===== src/rtl/sparse_vector_compressor.sv =====
// Sparse vector compressor: takes one dense vector of signed lanes and packs
// the lanes whose magnitude is above a programmable threshold into the low
// output slots, in lane order. It also emits an occupancy bitmap and a count.
// A bypass mode passes the whole vector through unchanged.
//
// Handshake: a transfer happens on a rising clk edge where valid and ready are
// both 1. The sender holds its payload stable while valid && !ready. The block
// accepts a new vector only in IDLE, so at most one vector is in flight.
module sparse_vector_compressor #(
  parameter int DATA_WIDTH = 16,
  parameter int NUM_LANES  = 16,
  parameter int CNT_W      = $clog2(NUM_LANES + 1)
) (
  input  logic                            clk,
  input  logic                            rst,
  input  logic [DATA_WIDTH-1:0]           cfg_threshold,
  input  logic                            cfg_bypass,
  input  logic [NUM_LANES*DATA_WIDTH-1:0] data_in,
  input  logic                            valid_in,
  output logic                            ready_in,
  output logic [NUM_LANES*DATA_WIDTH-1:0] data_out,
  output logic [NUM_LANES-1:0]            index_out,
  output logic [CNT_W-1:0]                nnz_out,
  output logic                            valid_out,
  input  logic                            ready_out,
  output logic                            busy,
  output logic [1:0]                      state_dbg
);

  localparam int VEC_W  = NUM_LANES * DATA_WIDTH;
  localparam int LANE_W = (NUM_LANES > 1) ? $clog2(NUM_LANES) : 1;
  localparam logic [LANE_W-1:0] LAST_LANE = LANE_W'(NUM_LANES - 1);

  typedef enum logic [1:0] {
    IDLE   = 2'd0,
    SCAN   = 2'd1,
    OUTPUT = 2'd2
  } state_e;

  state_e                state_q, state_d;
  logic [VEC_W-1:0]      cap_data_q, cap_data_d;
  logic [DATA_WIDTH-1:0] thr_q, thr_d;
  logic [LANE_W-1:0]     lane_q, lane_d;
  // The kept-element count doubles as the write pointer into data_out.
  logic [CNT_W-1:0]      nnz_q, nnz_d;
  logic [VEC_W-1:0]      data_out_q, data_out_d;
  logic [NUM_LANES-1:0]  index_q, index_d;
  logic                  valid_out_q, valid_out_d;
  logic                  ready_in_q, ready_in_d;

  logic [DATA_WIDTH-1:0] cur_lane;
  logic [DATA_WIDTH:0]   cur_ext;
  logic [DATA_WIDTH:0]   cur_mag;
  logic                  keep;

  // Magnitude of the lane under scan, one bit wider so the most-negative
  // value maps to 2^(DATA_WIDTH-1) without saturating.
  always_comb begin
    cur_lane = cap_data_q[lane_q*DATA_WIDTH +: DATA_WIDTH];
    cur_ext  = {cur_lane[DATA_WIDTH-1], cur_lane};
    cur_mag  = cur_lane[DATA_WIDTH-1] ? (~cur_ext + 1'b1) : cur_ext;
    keep     = (cur_mag > {1'b0, thr_q});
  end

  // Next-state and datapath updates for the IDLE/SCAN/OUTPUT controller.
  always_comb begin
    state_d    = state_q;
    cap_data_d = cap_data_q;
    thr_d      = thr_q;
    lane_d     = lane_q;
    nnz_d      = nnz_q;
    data_out_d = data_out_q;
    index_d    = index_q;
    case (state_q)
      IDLE: begin
        if (valid_in && ready_in_q) begin
          cap_data_d = data_in;
          thr_d      = cfg_threshold;
          lane_d     = '0;
          if (cfg_bypass) begin
            data_out_d = data_in;
            index_d    = '1;
            nnz_d      = CNT_W'(NUM_LANES);
            state_d    = OUTPUT;
          end else begin
            data_out_d = '0;
            index_d    = '0;
            nnz_d      = '0;
            state_d    = SCAN;
          end
        end
      end
      SCAN: begin
        if (keep) begin
          data_out_d[nnz_q*DATA_WIDTH +: DATA_WIDTH] = cur_lane;
          index_d[lane_q] = 1'b1;
          nnz_d           = nnz_q + CNT_W'(1);
        end
        if (lane_q == LAST_LANE) begin
          state_d = OUTPUT;
        end else begin
          lane_d = lane_q + LANE_W'(1);
        end
      end
      OUTPUT: begin
        if (valid_out_q && ready_out) begin
          state_d = IDLE;
        end
      end
      default: state_d = IDLE;
    endcase
    // valid_out trails entry into OUTPUT by one edge and drops on handshake.
    valid_out_d = (state_q == OUTPUT) && !(valid_out_q && ready_out);
    ready_in_d  = (state_d == IDLE);
  end

  // State and datapath registers; reset clears everything asynchronously.
  always_ff @(posedge clk or posedge rst) begin
    if (rst) begin
      state_q     <= IDLE;
      cap_data_q  <= '0;
      thr_q       <= '0;
      lane_q      <= '0;
      nnz_q       <= '0;
      data_out_q  <= '0;
      index_q     <= '0;
      valid_out_q <= 1'b0;
      ready_in_q  <= 1'b0;
    end else begin
      state_q     <= state_d;
      cap_data_q  <= cap_data_d;
      thr_q       <= thr_d;
      lane_q      <= lane_d;
      nnz_q       <= nnz_d;
      data_out_q  <= data_out_d;
      index_q     <= index_d;
      valid_out_q <= valid_out_d;
      ready_in_q  <= ready_in_d;
    end
  end

  assign ready_in  = ready_in_q;
  assign data_out  = data_out_q;
  assign index_out = index_q;
  assign nnz_out   = nnz_q;
  assign valid_out = valid_out_q;
  assign busy      = (state_q != IDLE);
  assign state_dbg = state_q;

endmodule

===== config.mk =====
export PLATFORM = sky130hd
export DESIGN_NAME = sparse_vector_compressor
export DESIGN_NICKNAME = d
export VERILOG_FILES = /design/src/rtl/sparse_vector_compressor.sv
export SDC_FILE = /design/constraint.sdc
export NUM_CORES = 1
export LEC_CHECK = 0
export CAP_MARGIN = 20
export CELL_PAD_IN_SITES_DETAIL_PLACEMENT = 1
export CELL_PAD_IN_SITES_GLOBAL_PLACEMENT = 2
export CORE_ASPECT_RATIO = 0.8
export CORE_MARGIN = 2
export CORE_UTILIZATION = 35
export CTS_CLUSTER_DIAMETER = 200
export DETAILED_ROUTE_END_ITERATION = 8
export PLACE_DENSITY_LB_ADDON = 0.12
export SLEW_MARGIN = 30
export SYNTH_ARGS = -nofsm -noshare
export SYNTH_HDL_FRONTEND = slang
export SYNTH_SLANG_ARGS = --single-unit

===== constraint.sdc =====
create_clock -name clk -period 56.1 [get_ports clk]
set_input_delay 11.22 -clock clk [delete_from_list [all_inputs] [get_ports clk]]
set_output_delay 11.22 -clock clk [all_outputs]
set_load 0.005 [all_outputs]

==> out/results.ini <==
[die]
dieArea_um2 = 78700
fp.coreArea_um2 = 75600
pin_count = 559
die_w_um = 313
rows = 90
dieHeight_um = 251
initial_utilization_pct = 35.4

[global_routing]
grt_pass1_vias = 24300
grt_use_total_pct = 29.8
overflow = 0
grt_pass1_wl_um = 172000
grt_max_degree = 181
antenna_found_initial = 14

[worst_setup_path]
r2r_end = data_out[202]
critPathLaunchType = input port
worstRegToRegCells = 16
rrSetupSlack_ns = 48.58
cpMaxStageDelayCell = buf_4
worstReg2RegStart = lane_q[0]
crit_type = in2reg
cp_max_fo = 79
crit_path_max_incr_delay_ns = 0.83
worst-path-buf-inv = 3
critical_path.top_delay_family = buffers and inverters
path_depth = 6
crit_required_ns = 56.61
crit_arrival_ns = 15.10
end_kind = flip-flop
path_common_cell = buf_4
worstPathCellList = clkdlybuf4s50_1, nand3_4, buf_4, buf_4, o31a_1, mux2_2

[timing]
skew_ns = 0.0214
worstMarginPinSlew_ns = 0.978
setup-tns-final_ns = 0
slew-limit-headroom_pct = 34.8
rsz0062_at_grt = no
finalHoldViolations = 0
drv_slew = 0
finalSetupViolCount = 0
timing.final.ws_setup_ns = 41.51
period_share_pct = 26.0
min_period_ns = 14.59
max_freq_mhz = 68.5

[placed_design]
numPortBuffers = 558
hpwl_um = 84700
place_inst = 4117
globalplace.congestion = 0.853
place_worst_setup_slack_ns = 40.86

[synth]
yosys_warnings = 0
ys_ff_latch = 557
syn-instance-count = 2685
avgSynthCellArea_um2 = 9.97
yosys.area.top_type = dfrtp_1
synth_cell_types = 58
netlist_top_cells_area = dfrtp_1 52%, nand2_1 15%, mux2_2 11%, mux4_2 5.1%, o21ai_0 4.6%
syn-cell-area_um2 = 26800
seq_area_frac_synth_pct = 52.1
synth_top_cell_area_share_pct = 52.1
syn-num-nets = 2986

[power_and_ir_drop]
p_leak_uw = 0.0162
p_total_uw = 2370
p_sw_share_pct = 43.0
clockPowerShare_pct = 17.8
seqPwrFrac_pct = 30.8
intPower_uw = 1350
switching_power_uw = 1020
powerDensity_nw_per_um2 = 66.6
combPwrFrac_pct = 51.4
peakVddDrop_mv = 0.0469

[layout]
drive_gt1_share_pct = 15.8
area.growth.synth_to_final_pct = 32.7
layout_common_cells = 1040 x nand2_1, 558 x clkdlybuf4s50_1, 555 x dfrtp_1
fin_nets = 3470
final_cells = 4238
final_common_cell = nand2_1
fin_util_pct = 47.0

[route]
drcViolationCount = 0
drtAntennaViolNets = 0
vias_per_cell = 5.40
dr.pass1.iters = 5
wl_per_cell_um = 27.8
postRouteWirelength_um = 118000
first_iter_violations = 1821
vias = 22900

[clock_network]
cts_buffers = 61
post_cts_buffers = 0
clk_latency_ns = 0.63
hold_buffers = 0
cts.clk_slew.worst_paths_ns = 0.06
cts_tree = done
cts_resized = 0
cts_root_buf = clkbuf_16
cts_sinks = 557
htreeDepth = 2
clockBufferDepth = 3

[worst_hold_path]
min-delay-start = cap_data_q[206]
hold_end = cap_data_q[206]
min_path_cells = 2
hp-class = reg2reg

[status]
outcome = finished, final reports clean

[flow_run]
cap_violations = 0

## worst max path at each step
stage | from | to | slack [ns]
floorplan | rst | cap_data_q[0] | 29.30
CTS | rst | data_out[209] | 41.51
global route | valid_in | data_out[144] | 41.33
global placement | rst | data_out[209] | 40.97
detailed placement | rst | data_out[209] | 40.86
finish | valid_in | data_out[189] | 41.51
## power groups by stage
stage / logic (uW) / clock network (uW) / registers [uW]
after global routing: 1300 / 448 / 750
after detailed placement: 1210 / 0 / 733
final: 1220 / 422 / 729
after CTS: 1220 / 430 / 728
after global placement: 1180 / 0 / 725
after floorplan: 605 / 0 / 682
## stage by stage
| stage | area [um^2] | hold WS, ns |
|---|---|---|
| floorplan | 26800 | 0.437 |
| global placement | 33300 | 0.452 |
| detailed placement | 33400 | 0.458 |
| CTS | 35500 | 0.473 |
| global route | 35500 | 0.489 |
| finish | 35500 | 0.469 |
## area by class of cell
| type | count | area (um^2) |
|---|---|---|
| fill | 8293 | 40000 |
| sequential | 557 | 13900 |
| multi-input combinational | 1907 | 12000 |
| timing repair buffer | 610 | 6050 |
| clock buffer | 94 | 1920 |
| tap | 1012 | 1270 |
| clock inverter | 19 | 181 |
| inverter | 32 | 128 |
| antenna | 7 | 17.5 |
## logic make-up (layout without fill, tap and decap cells)
| logic type | after synthesis | count (layout) | synth area share, % |
|---|---|---|---|
| fa+ha+maj | 24 | 24 | 1.12 |
| compound gates | 390 | 390 | 9.07 |
| other cells | 0 | 7 | 0 |
| simple gates | 1150 | 1150 | 16.8 |
| mux | 328 | 328 | 16.8 |
| flops | 557 | 557 | 52.1 |
| buf+inv | 221 | 755 | 3.68 |
| xor+xnor | 15 | 15 | 0.491 |
## metal layers
| layer | vias up | global-route usage (%) | part of all wire (%) |
|---|---|---|---|
| met1 | 11900 | 41.1 | 43 |
| met4 | 10 | 7.51 | 2.4 |
| met5 | - | 0 | 0.051 |
| met2 | 775 | 48.7 | 48 |
| met3 | 159 | 5.25 | 6.6 |
| li1 | 9989 | - | - |
## flip-flops by register name (all words and copies together) (netlist names)
signal and count:
cap_data_q 256, data_out 256, index_out 16, thr_q 16, nnz_out 5, lane_q 4
state_dbg 2, ready_in 1, valid_out 1
## worst register-to-register path, cell delays in order, from the launching register on
cell and delay, ns:
dfrtp_4 0.81, buf_4 0.57, mux4_1 0.74, mux4_2 0.63
inv_2 0.73, nand4_2 0.27, nor3_4 0.31, a31oi_1 0.14
xnor2_1 0.18, ha_1 0.32, nand4_1 0.12, nor4_1 0.08
a221o_1 0.30, a221o_1 0.31, nand2_2 0.55, o31a_1 0.91
mux2_2 0.43
## cell usage after synthesis, drive strengths merged
master,count
inv,32
a211oi,3
clkbuf,130
o311a,1
o41ai,1
nor4b,1
or3,9
buf,59
mux4,69
ha,24
nand3,6
nor4,2
and3,3
a221oi,10
nor3b,1
o31ai,10
nor2,50
o31a,6
mux2,258
or2,2
a21o,6
dfrtp,557
mux2i,1
nand4,6
a22o,46
o21ai,249
xnor2,12
and4,1
and2,7
nor3,8
a31oi,5
nand3b,1
nand2,1042
nor2b,6
nand2b,5
o41a,1
a311oi,1
a41oi,2
a21oi,28
xor2,3
a221o,3
o21a,18
No activity file was read; power rests on OpenSTA's default activity.
